===== src/rtl/core_csr_unit_counter_port.sv =====
`default_nettype none
// ============================================================================
// Module   : core_csr_unit_counter_port
// Purpose  : CSR responder for one 64-bit event counter on a 32-bit CSR bus;
//            a LO read snapshots HI so a LO-then-HI read pair is coherent.
// Revision : 1.0 - initial release
// ============================================================================
module core_csr_unit_counter_port #(
    parameter int          CSR_XLEN = 32,
    parameter logic [11:0] ADDR_LO  = 12'hB00,
    parameter logic [11:0] ADDR_HI  = 12'hB80
) (
    input  logic                  clk,
    input  logic                  rst,
    input  logic                  inc_i,
    input  logic                  req_i,
    input  logic                  we_i,
    input  logic [11:0]           addr_i,
    input  logic [CSR_XLEN-1:0]   wdata_i,
    output logic                  ack_o,
    output logic                  err_o,
    output logic [CSR_XLEN-1:0]   rdata_o,
    output logic [2*CSR_XLEN-1:0] cnt_o
);

    typedef enum logic [0:0] {
        ST_IDLE = 1'b0,
        ST_RESP = 1'b1
    } state_t;

    state_t                r_state;
    state_t                w_state_next;
    logic [2*CSR_XLEN-1:0] r_cnt;
    logic [2*CSR_XLEN-1:0] w_cnt_next;
    logic [CSR_XLEN-1:0]   r_snap;
    logic                  r_snap_vld;
    logic                  r_ack;
    logic                  r_err;
    logic [CSR_XLEN-1:0]   r_rdata;
    logic [CSR_XLEN-1:0]   w_rdata_next;

    logic w_accept;
    logic w_hit_lo;
    logic w_hit_hi;
    logic w_wr_lo;
    logic w_wr_hi;
    logic w_rd_lo;
    logic w_rd_hi;

    assign w_accept = (r_state == ST_IDLE) && req_i;
    assign w_hit_lo = (addr_i == ADDR_LO);
    assign w_hit_hi = (addr_i == ADDR_HI);
    assign w_wr_lo  = w_accept &&  we_i && w_hit_lo;
    assign w_wr_hi  = w_accept &&  we_i && w_hit_hi;
    assign w_rd_lo  = w_accept && !we_i && w_hit_lo;
    assign w_rd_hi  = w_accept && !we_i && w_hit_hi;

    always_comb begin
        w_state_next = r_state;
        case (r_state)
            ST_IDLE: if (req_i) w_state_next = ST_RESP;
            ST_RESP: w_state_next = ST_IDLE;
            default: w_state_next = ST_IDLE;
        endcase
    end

    // A CSR write takes precedence over the increment on the same edge.
    always_comb begin
        w_cnt_next = r_cnt;
        if (w_wr_lo)
            w_cnt_next = {r_cnt[2*CSR_XLEN-1:CSR_XLEN], wdata_i};
        else if (w_wr_hi)
            w_cnt_next = {wdata_i, r_cnt[CSR_XLEN-1:0]};
        else if (inc_i)
            w_cnt_next = r_cnt + 1'b1;
    end

    always_comb begin
        w_rdata_next = '0;
        if (w_rd_lo)
            w_rdata_next = r_cnt[CSR_XLEN-1:0];
        else if (w_rd_hi)
            w_rdata_next = r_snap_vld ? r_snap : r_cnt[2*CSR_XLEN-1:CSR_XLEN];
    end

    always_ff @(posedge clk or posedge rst) begin
        if (rst) begin
            r_state    <= ST_IDLE;
            r_cnt      <= '0;
            r_snap     <= '0;
            r_snap_vld <= 1'b0;
            r_ack      <= 1'b0;
            r_err      <= 1'b0;
            r_rdata    <= '0;
        end else begin
            r_state <= w_state_next;
            r_cnt   <= w_cnt_next;
            r_ack   <= w_accept;
            r_err   <= w_accept && !(w_hit_lo || w_hit_hi);
            r_rdata <= w_rdata_next;
            // Misses leave the snapshot untouched; any other hit except LO read invalidates it.
            if (w_rd_lo) begin
                r_snap     <= r_cnt[2*CSR_XLEN-1:CSR_XLEN];
                r_snap_vld <= 1'b1;
            end else if (w_rd_hi || w_wr_lo || w_wr_hi) begin
                r_snap_vld <= 1'b0;
            end
        end
    end

    assign ack_o   = r_ack;
    assign err_o   = r_err;
    assign rdata_o = r_rdata;
    assign cnt_o   = r_cnt;

endmodule
`default_nettype wire


===== config.mk =====
export PLATFORM = sky130hd
export DESIGN_NAME = core_csr_unit_counter_port
export DESIGN_NICKNAME = d
export VERILOG_FILES = /design/src/rtl/core_csr_unit_counter_port.sv
export SDC_FILE = /design/constraint.sdc
export NUM_CORES = 1
export LEC_CHECK = 0
export ABC_AREA = 1
export CAP_MARGIN = 20
export CORE_MARGIN = 4
export CORE_UTILIZATION = 30
export CTS_CLUSTER_DIAMETER = 80
export DETAILED_ROUTE_END_ITERATION = 8
export GPL_TIMING_DRIVEN = 0
export PLACE_DENSITY = 0.55
export SYNTH_ARGS = -nofsm -noshare
export SYNTH_HDL_FRONTEND = slang
export SYNTH_SLANG_ARGS = --single-unit
export TNS_END_PERCENT = 10

===== constraint.sdc =====
create_clock -name clk -period 11.4 [get_ports clk]
set_input_delay 2.28 -clock clk [delete_from_list [all_inputs] [get_ports clk]]
set_output_delay 2.28 -clock clk [all_outputs]
set_load 0.03 [all_outputs]

# After elaboration in Yosys (flattened, before gate mapping)
# Cells that the tools add are included.
[word_totals]
elab_cells = 42
in_bits = 49
regBits = 132
output_inout_bits = 98
[classes]
n_eq_ne = 3
n_addsub = 1
n_mux = 10
n_reduce_logical = 18
n_bitwise = 2
[ops]
columns = ["op", "n"]
rows = [
  ["$mux 32", 4],
  ["$mux 64", 2],
  ["$add 64x1->64 const B", 1],
  ["$eq 12x12->1 const B", 2],
  ["$logic_and 1x1->1", 8],
  ["$reduce_bool 2->1", 3],
  ["$reduce_and 2->1", 2],
  ["$logic_or 1x1->1", 3],
  ["$mux 1", 3],
  ["$logic_not 1->1", 2],
  ["$ne 2x2->1 const B", 1],
  ["$not 1->1", 2],
  ["$pmux 1 s2", 1],
]

# Depth between registers and ports, before layout
# Gate-level depths: netlist (run 1).
[logic_depth]
depth_word = 8
mapped_depth = 12
ltp_nobuf = 12

# Worst setup path before layout (run 1)
# No wires, ideal clock.
[synth_path]
kind = "input-to-reg"
from = "in addr_i[3]"
to = "reg r_cnt[46] (netlist: cnt_o[46])"
setup_slack_ns = 7.875
required_ns = 11.283
cell_stages = 10
setup_ns = 0.117
n_path_buf = 2
arrival_ns = 3.408
cell_sequence = "nor2_1 nand2_1 nor3_4 nand3_2 buf_6 buf_2 nor2_1 nor2_1 nand2_1 nand2_1"
[synth_via]
elab_chain_len = 4
word_cells_on_any_way = 8
classes_between = "eq/ne: 2; mux: 1; bitwise: 1; reduce/logical: 4"
[synth_lines]
columns = ["item", "line_no", "text"]
rows = [
  ["from (decl)", "18", "input logic [11:0] addr_i,"],
  ["$eq 12x12->1 (on tied branches)", "52, 51", ""],
  ["$logic_and 1x1->1 (on tied branches)", "54, 53", ""],
  ["$reduce_bool 2->1 (no source line) or $not 1->1 (tied branches)", "--", ""],
  ["$reduce_and 2->1 (no source line)", "--", ""],
  ["to (signal assigned)", "97", "r_cnt <= w_cnt_next;"],
  ["to (decl)", "33", "logic [2*CSR_XLEN-1:0] r_cnt;"],
]
# Parallel ways exist; a longest one is shown, timed or not. The select of a mux whose other input is x is not followed.
# A chain may end at the register's enable or synchronous reset.

# Worst setup path in the final report (run 1)
[layout_path]
from = "in addr_i[1]"
to = "reg r_cnt[11] (netlist: cnt_o[11])"
[layout_via]
elab_chain_len = 4
word_cells_on_any_way = 8
classes_between = "eq/ne: 3; mux: 1; reduce/logical: 4"
[layout_lines]
columns = ["item", "line_no"]
rows = [
  ["$eq 12x12->1 (on tied branches)", "51, 52"],
  ["$logic_and 1x1->1 (on tied branches)", "53, 54"],
  ["$ne 2x2->1 (no source line) or $reduce_bool 2->1 (tied branches)", "--"],
  ["$reduce_and 2->1 (no source line)", "--"],
]
# Parallel ways exist; a longest one is shown, timed or not.

==> impl_metrics.env, run 1 <==
export IMPL_drive_above_1_share=0.0501
export IMPL_grt_pass1_wl_um=51000
export IMPL_clock_sinks=131
export IMPL_detail_route_wirelength_um=33800
export IMPL_max_freq_ghz=0.244
export IMPL_viasPerCell=4.99
export IMPL_insertion_delay_ps=430
export IMPL_worst_path_stages=10
export IMPL_cts_clk_slew_worst_paths_ps=60
export IMPL_combPwrFrac=0.197
export IMPL_antenna_found_initial=0
export IMPL_syn_nets=1289
export IMPL_grt_overflow=0
export IMPL_numPlacedInstances=1721
export IMPL_dr_pass1_iters=5
export IMPL_root_buffer="clkbuf_16"
export IMPL_dieHeight_um=171
export IMPL_rows=59
export IMPL_layout_cells_non_filler=1751
export IMPL_tns_ps=0
export IMPL_cp_endpoint="cnt_o[11]$_DFFE_PP0P_"
export IMPL_cap_violations=0
export IMPL_p_per_area_mw_per_mm2=135
export IMPL_crit_family="simple AND/OR/NAND/NOR gates"
export IMPL_crit_path_max_fanout=10
export IMPL_cts_buffers=17
export IMPL_path_common_cell="nand3_1"
export IMPL_grt_start_max_net_pins=79
export IMPL_synth_edf_count=0
export IMPL_power_frac_clock=0.416
export IMPL_post_cts_setup_buffer_count=0
export IMPL_boundaryPins=147
export IMPL_synth_seq_cells=131
export IMPL_hold_slack_ps=478
export IMPL_worstSetupStartpoint="addr_i[1]"
export IMPL_layout_area_overhead_vs_synth_pct=31.6
export IMPL_fin_skew_ps=9.74
export IMPL_final_util=0.403
export IMPL_dr_total_vias=8738
export IMPL_die_w_um=171
export IMPL_startpoint_type="primary input"
export IMPL_crit_slowest_cell="clkdlybuf4s50_1"
export IMPL_cts_tree="yes"
export IMPL_layout_area_seq_mm2=0.00328
export IMPL_finalCritPeriodShare=0.360
export IMPL_ir_drop_mv=0.0685
export IMPL_numPortBuffers=146
export IMPL_pwr_share_seq=0.387
export IMPL_rrSetupSlack_ps=8840
export IMPL_synth_area_leaders="dfrtp_1 41%, nand2_1 21%, nor2_1 9.7%"
export IMPL_cp_required_ps=11710
export IMPL_hold_viol=0
export IMPL_ctsHoldBuffers=0
export IMPL_worst_pin_slew_ps=794
export IMPL_syn_area_per_cell_um2=6.46
export IMPL_worst_hold_path_type="register to register"
export IMPL_setup_viol=0
export IMPL_p_leak_nw=4.60
export IMPL_status="finished clean"
export IMPL_multi_input_area_mm2=0.00411
export IMPL_htreeDepth=4
export IMPL_ys_warn_count=0
export IMPL_fillers=2811
export IMPL_wire_per_inst_um=19.3
export IMPL_drc=0
export IMPL_swShare=0.314
export IMPL_critical_path_arrival_ps=4410
export IMPL_postRouteAntennaNets=0
export IMPL_rr_worst_depth=10
export IMPL_antennaDiodeCount=0
export IMPL_rr_startpoint="cnt_o[1]$_DFFE_PP0P_"
export IMPL_yosysTopAreaCell="dfrtp_1"
export IMPL_nNetsFinal=1455
export IMPL_slew_viol_final=0
export IMPL_cts_max_path_buffers=2
export IMPL_rsz0062_at_grt="false"
export IMPL_core_area_mm2=0.0261
export IMPL_end_kind="register"
export IMPL_die_area_mm2=0.0294
export IMPL_cp_buffers_inverters=3
export IMPL_synth_area_mm2=0.00801
export IMPL_synth_cell_types=24
export IMPL_drtIter0Drc=831
export IMPL_grt_pass1_vias=8385
export IMPL_max_slew_margin=0.471
export IMPL_synth_common_cells="453 x nand2_1, 206 x nor2_1, 131 x dfrtp_1, 127 x nand3_1, 122 x o21ai_0"
export IMPL_worstSetupPathType="primary input to register"
export IMPL_synthCells=1239
export IMPL_r2r_end="cnt_o[34]$_DFFE_PP0P_"
export IMPL_slowest_delay_ps=400
export IMPL_fin_total_pwr_mw=1.42
export IMPL_p_int_mw=0.975
export IMPL_ctsResizeCount=0
export IMPL_synthFlopType="dfrtp_1"
export IMPL_min_period_ps=4100
export IMPL_hpwl_um=26200
export IMPL_yosysSeqAreaShare=0.409
export IMPL_switchingPower_mw=0.447
export IMPL_crit_chain="clkdlybuf4s50_1 -> nor2_1 -> nand2_1 -> nor3_4 -> nand3_2 -> nand2_2 -> inv_2 -> buf_2 -> nand3_1 -> nand3_1"
export IMPL_place_gp_congestion=0.991
export IMPL_grtUsageTotal=0.232
export IMPL_synth_async_reset_ratio=1.00
export IMPL_synth_most_common_cell="nand2_1"
export IMPL_post_synth_top_area_fraction=0.409
export IMPL_initial_core_util=0.306
stage by stage:
stage	instance area [um^2]	setup slack, ps
global route	10500	7160
floorplan	8010	5620
detailed placement	9920	6890
global placement	9890	3350
CTS	10500	7350
finish	10500	7300
final cells by class:
class,instances,area share
repair buffers,147,0.141
well taps,335,0.0398
multi-input cells,959,0.390
clock inverters,10,0.0150
inverters,102,0.0368
plain buffers,47,0.0227
clock buffers,20,0.0433
flip-flops and latches,131,0.311
logic make-up (layout without fill, tap and decap cells):
logic type | after synthesis | count (layout) | share of synthesized area
xor gates and xnor gates | 16 | 16 | 0.0175
and+or+nand+nor | 812 | 812 | 0.413
AOI/OAI and AO/OA | 130 | 130 | 0.0813
DFF | 131 | 131 | 0.409
adders and majority gates | 1 | 1 | 0.00156
buffers and inverters | 149 | 326 | 0.0777
flip-flops by register name, indices dropped and copies added, names as in the netlist:
name        count
r_snap         32
err_o           1
cnt_o          64
ack_o           1
r_snap_vld      1
rdata_o        32
layer usage:
layer  part of all wire  GRT usage
met3              0.065     0.0400
met1               0.45      0.325
met2               0.46      0.371
met5                  0          0
met4              0.023     0.0672
worst min-delay path by stage:
| stage | cells after the start | end | from | slack [ps] |
|---|---|---|---|---|
| finish | 1 | ack_o$_DFF_PP0_ | ack_o$_DFF_PP0_ | 480 |
| global route | 1 | ack_o$_DFF_PP0_ | ack_o$_DFF_PP0_ | 500 |
| CTS | 1 | ack_o$_DFF_PP0_ | ack_o$_DFF_PP0_ | 490 |
| detailed placement | 2 | r_snap[22]$_DFFE_PP0P_ | r_snap[22]$_DFFE_PP0P_ | 470 |
| global placement | 2 | r_snap[22]$_DFFE_PP0P_ | r_snap[22]$_DFFE_PP0P_ | 470 |
| floorplan | 2 | r_snap[30]$_DFFE_PP0P_ | r_snap[30]$_DFFE_PP0P_ | 450 |
power by group through the flow:
stage	clock network, mW	logic [mW]	registers (mW)
3_3_place_gp	0	0.277	0.556
6_report	0.592	0.280	0.549
2_1_floorplan	0	0.101	0.598
4_1_cts	0.602	0.281	0.548
5_1_grt	0.620	0.306	0.555
3_5_place_dp	0	0.280	0.556
cell usage in the layout (no fill, tap or decap), types with 8 or more instances in the layout:
cell and n:
nand2_1 453, nor2_1 206, clkdlybuf4s50_1 146, dfrtp_1 131
nand3_1 127, o21ai_0 122, inv_1 100, buf_2 23
clkbuf_1 19, clkbuf_16 17, xor2_1 16, nand4_1 12
a21oi_1 8
Note: power is estimated with default switching activity, not from simulation.
==> inputs of run 2 (changes only) <==
Clock period 11.4 ns to 3.8 ns, I/O delays scaled along.
==> run 2 against run 1 <==
Wire length up 0.80%. Via count is essentially flat. Total power grew to 2.9 times the previous value. Design area about the same. Sequential share of layout area about the same. Clock skew decreased by 1.8 ps. Combinational power grew to 3.0 times the previous value. Sequential power rose to 3.0 times the previous value. Critical path depth stayed put. Critical endpoint is now cnt_o[8]$_DFFE_PP0P_.
==> impl_metrics.env, run 2 (synthesized netlist as in run 1, its figures left out) <==
export IMPL_status="finished clean"
export IMPL_die_w_um=171
export IMPL_multi_input_area_mm2=0.00411
export IMPL_insertion_delay_ps=440
export IMPL_cp_required_ps=4110
export IMPL_grt_pass1_wl_um=51700
export IMPL_antennaDiodeCount=0
export IMPL_rows=59
export IMPL_p_per_area_mw_per_mm2=396
export IMPL_worstSetupPathType="primary input to register"
export IMPL_boundaryPins=147
export IMPL_dr_total_vias=8730
export IMPL_final_common_cell="nand2_1"
export IMPL_largest_reg_flops=64
export IMPL_grtUsageTotal=0.235
export IMPL_worst_pin_slew_ps=798
export IMPL_tns_ps=0
export IMPL_postRouteAntennaNets=0
export IMPL_min_period_ps=2540
export IMPL_rsz0062_at_grt="false"
export IMPL_mostFrequentLayoutCells="453 x nand2_1, 206 x nor2_1, 146 x clkdlybuf4s50_1, 131 x dfrtp_1, 127 x nand3_1"
export IMPL_ctsHoldBuffers=0
export IMPL_root_buffer="clkbuf_16"
export IMPL_detail_route_wirelength_um=34100
export IMPL_finalCritPeriodShare=0.669
export IMPL_drc=0
export IMPL_cts_buffers=17
export IMPL_htreeDepth=4
export IMPL_startpoint_type="primary input"
export IMPL_nNetsFinal=1457
export IMPL_critical_path_arrival_ps=2850
export IMPL_dieHeight_um=171
export IMPL_worst_hold_path_type="register to register"
export IMPL_fin_skew_ps=7.95
export IMPL_max_freq_ghz=0.393
export IMPL_max_slew_margin=0.468
export IMPL_viasPerCell=4.98
export IMPL_dr_pass1_iters=5
export IMPL_initial_core_util=0.306
export IMPL_setup_viol=0
export IMPL_fin_total_pwr_mw=4.17
export IMPL_grt_overflow=0
export IMPL_fillers=2846
export IMPL_die_area_mm2=0.0294
export IMPL_grt_pass1_vias=8429
export IMPL_hold_viol=0
export IMPL_cap_violations=0
export IMPL_drive_above_1_share=0.0514
export IMPL_end_kind="register"
export IMPL_ctsResizeCount=0
export IMPL_p_leak_nw=4.59
export IMPL_core_area_mm2=0.0261
export IMPL_place_gp_congestion=0.999
export IMPL_cts_max_path_buffers=2
export IMPL_grt_start_max_net_pins=40
export IMPL_wire_per_inst_um=19.4
export IMPL_antenna_found_initial=0
export IMPL_crit_path_max_fanout=10
export IMPL_ir_drop_mv=0.196
export IMPL_hpwl_um=26500
export IMPL_layout_area_seq_mm2=0.00328
export IMPL_layout_area_overhead_vs_synth_pct=31.5
export IMPL_clock_sinks=131
export IMPL_slew_viol_final=0
export IMPL_cts_tree="yes"
export IMPL_drtIter0Drc=850
export IMPL_post_cts_setup_buffer_count=0
export IMPL_cts_clk_slew_worst_paths_ps=60
export IMPL_numPortBuffers=146
-- run 2: cell type report --
class	instances	share of cell area
buffer	47	0.0227
tap	335	0.0398
sequential	131	0.311
inverter	102	0.0367
multi-input combinational	959	0.390
timing repair buffer	149	0.144
clock inverter	9	0.00998
clock buffer	22	0.0450
-- run 2: critical path: stages --
cell	delay, ps
clkdlybuf4s50_1	400
nor2_1	100
nand2_1	130
nor3_4	270
nand3_2	240
nand2_2	300
inv_2	160
buf_2	260
nand3_1	140
nand3_1	70
-- run 2: worst paths after layout --
kind | from | depth (start not counted) | slack, ps | to
worst max-delay path | addr_i[3] | 10 | 1260 | cnt_o[8]$_DFFE_PP0P_
worst min-delay path | ack_o$_DFF_PP0_ | 1 | 480 | ack_o$_DFF_PP0_
worst max register to register | cnt_o[7]$_DFFE_PP0P_ | 11 | 1390 | cnt_o[45]$_DFFE_PP0P_
worst min register to register | ack_o$_DFF_PP0_ | 1 | 480 | ack_o$_DFF_PP0_
max in group asynchronous | rst | 4 | 2200 | rdata_o[1]$_DFF_PP0_
min in group asynchronous | rst | 2 | 750 | rdata_o[16]$_DFF_PP0_
-- run 2: where the power goes --
group          total [mW]  leakage, nW  internal [mW]  switching [mW]
Combinational       0.838         2.53          0.323           0.515
Sequential           1.66         1.79           1.48           0.174
Clock                1.67        0.274           1.01           0.660
Total                4.17         4.59           2.82            1.35
-- run 2: through the flow --
| stage | cell area (um^2) | setup WS, ps | std cells | util | hold slack, ps |
|---|---|---|---|---|---|
| finish | 10500 | 1260 | 1754 | 0.403 | 481 |
| global route | 10500 | 1130 | 1754 | 0.403 | 501 |
| CTS | 10500 | 1310 | 1754 | 0.403 | 487 |
| detailed placement | 9950 | 854 | 1723 | 0.381 | 473 |
| global placement | 9890 | 29.7 | 1720 | 0.379 | 465 |
| floorplan | 8010 | 1420 | 1239 | - | 453 |
-- run 2: routing by layer --
| layer | routed length [um] | up-vias | track usage |
|---|---|---|---|
| met3 | 2300 | 42 | 0.0414 |
| li1 | - | 4244 | - |
| met4 | 720 | 0 | 0.0654 |
| met5 | 0 | - | 0.0100 |
| met1 | 15800 | 4139 | 0.333 |
| met2 | 15200 | 305 | 0.369 |
==> inputs of run 3 (changes only) <==
Settings changed: PLACE_DENSITY 0.55 to 0.57.
Clock period 3.8 ns to 2.3 ns, I/O delays scaled along.
==> run 3 against run 2 <==
Utilization grew 0.60 points. Sequential share of layout area down 0.43 points. Largest cell class unchanged. Flip-flop and latch count stayed put. Non-clock buffer count rose by 1. First-iteration DRC count decreased by 7.8%. Via count rose by 0.85%. Sequential power increased by 65%. Worst setup slack got worse by 1200 ps.
==> impl_metrics.env, run 3 (synthesized netlist as in run 1, its figures left out) <==
export IMPL_grt_overflow=0
export IMPL_dr_pass1_iters=5
export IMPL_grt_pass1_vias=8593
export IMPL_cts_buffers=17
export IMPL_core_area_mm2=0.0261
export IMPL_crit_family="simple AND/OR/NAND/NOR gates"
export IMPL_startpoint_type="register"
export IMPL_grtUsageMet2=0.385
export IMPL_end_kind="register"
export IMPL_gr_usage_met3=0.0432
export IMPL_largest_reg_flops=64
export IMPL_die_w_um=171
export IMPL_grt_pass1_wl_um=52500
export IMPL_dr_total_vias=8804
export IMPL_htreeDepth=4
export IMPL_slowest_delay_ps=470
export IMPL_cp_buffers_inverters=0
export IMPL_cp_required_ps=2630
export IMPL_hold_viol=0
export IMPL_crit_chain="nand2_1 -> nor2_1 -> nand2_1 -> nor2_1 -> nand2_1 -> o21ai_0 -> nand3_1 -> nand2_1 -> nand2_1"
export IMPL_max_slew_margin=0.479
export IMPL_numPortBuffers=146
export IMPL_clock_sinks=131
export IMPL_insertion_delay_ps=440
export IMPL_layout_area_overhead_vs_synth_pct=33.5
export IMPL_crit_path_max_fanout=6
export IMPL_root_buffer="clkbuf_16"
export IMPL_cts_tree="yes"
export IMPL_finalCritPeriodShare=0.974
export IMPL_r2r_end="cnt_o[60]$_DFFE_PP0P_"
export IMPL_rows=59
export IMPL_crit_slowest_cell="dfrtp_1"
export IMPL_initial_core_util=0.306
export IMPL_dieHeight_um=171
export IMPL_postRouteAntennaNets=0
export IMPL_cts_max_path_buffers=2
export IMPL_setup_viol=0
export IMPL_setup_ws_ps=60.3
export IMPL_detail_route_wirelength_um=34700
export IMPL_drive_above_1_share=0.0683
export IMPL_cts_clk_slew_worst_paths_ps=70
export IMPL_ctsHoldBuffers=0
export IMPL_slew_viol_final=0
export IMPL_grt_start_max_net_pins=40
export IMPL_met1_usage=0.331
export IMPL_place_gp_congestion=1.01
export IMPL_dp_slack_ps=-335
export IMPL_cap_violations=0
export IMPL_worst_pin_slew_ps=782
export IMPL_drtIter0Drc=784
export IMPL_antennaDiodeCount=0
export IMPL_status="finished clean"
export IMPL_worstSetupPathType="register to register"
export IMPL_boundaryPins=147
export IMPL_drc=0
export IMPL_fillers=2803
export IMPL_hold_slack_ps=424
export IMPL_hpwl_um=26800
export IMPL_busiest_layer="met2"
export IMPL_min_period_ps=2240
export IMPL_antenna_found_initial=0
export IMPL_nNetsFinal=1458
export IMPL_fin_skew_ps=15.1
export IMPL_p_per_area_mw_per_mm2=668
export IMPL_viasPerCell=5.01
export IMPL_max_freq_ghz=0.446
export IMPL_grtUsageTotal=0.238
export IMPL_path_common_cell="nand2_1"
export IMPL_die_area_mm2=0.0294
export IMPL_rr_startpoint="cnt_o[41]$_DFFE_PP0P_"
export IMPL_tns_ps=0
export IMPL_wire_per_inst_um=19.8
export IMPL_critical_path_arrival_ps=2570
export IMPL_rsz0062_at_grt="true"
export IMPL_rrSetupSlack_ps=60
export IMPL_mostFrequentLayoutCells="448 x nand2_1, 193 x nor2_1, 146 x clkdlybuf4s50_1, 129 x dfrtp_1, 126 x nand3_1"
export IMPL_fin_total_pwr_mw=7.14
export IMPL_p_leak_nw=4.63
export IMPL_ir_drop_mv=0.347
export IMPL_worst_hold_path_type="primary input to asynchronous set/reset pin"
export IMPL_final_common_cell="nand2_1"
export IMPL_rr_worst_depth=9
==> run 3: layout make-up <==
type | instances | area (um^2) | share of cell area
clock inverters | 9 | 151 | 0.0142
inverters | 102 | 387 | 0.0362
multi-input cells | 959 | 4190 | 0.392
well taps | 335 | 419 | 0.0392
plain buffers | 47 | 239 | 0.0224
repair buffers | 150 | 1540 | 0.144
clock buffers | 23 | 478 | 0.0447
flip-flops and latches | 131 | 3280 | 0.307
==> run 3: repair_timing <==
action	CTS	global route
buffers inserted	0	0
resized for setup	3	26
endpoints found under the hold margin	0	0
setup endpoints to repair	5	49
pin swaps	0	1
==> run 3: routing by layer <==
| metal | part of all wire | vias up |
|---|---|---|
| li1 | - | 4239 |
| met1 | 0.46 | 4209 |
| met2 | 0.47 | 317 |
| met3 | 0.061 | 39 |
| met4 | 0.017 | 0 |
| met5 | 0 | - |
==> run 3: worst max-delay path by stage <==
| stage | startpoint | endpoint | slack [ps] | cells after the start |
|---|---|---|---|---|
| 2_1_floorplan | rst | ack_o$_DFF_PP0_ | 220 | 1 |
| 3_5_place_dp | addr_i[3] | r_snap[8]$_DFFE_PP0P_ | -330 | 9 |
| 4_1_cts | cnt_o[44]$_DFFE_PP0P_ | cnt_o[62]$_DFFE_PP0P_ | -10 | 9 |
| 6_report | cnt_o[41]$_DFFE_PP0P_ | cnt_o[60]$_DFFE_PP0P_ | 60 | 9 |
| 3_3_place_gp | rst | r_snap[1]$_DFFE_PP0P_ | -1200 | 2 |
| 5_1_grt | cnt_o[1]$_DFFE_PP0P_ | cnt_o[62]$_DFFE_PP0P_ | -20 | 10 |
==> run 3: per-stage QoR <==
step	utilization	std cells	area [um^2]
floorplan	-	1239	8010
global placement	0.379	1720	9890
detailed placement	0.382	1724	9970
CTS	0.406	1756	10600
global route	0.409	1756	10700
finish	0.409	1756	10700
==> run 3: where the power goes <==
group	internal [mW]	switching, mW	leakage (nW)	total (mW)
Combinational	0.537	0.857	2.54	1.39
Sequential	2.45	0.289	1.79	2.74
Clock	1.90	1.11	0.307	3.01
Total	4.89	2.26	4.63	7.14
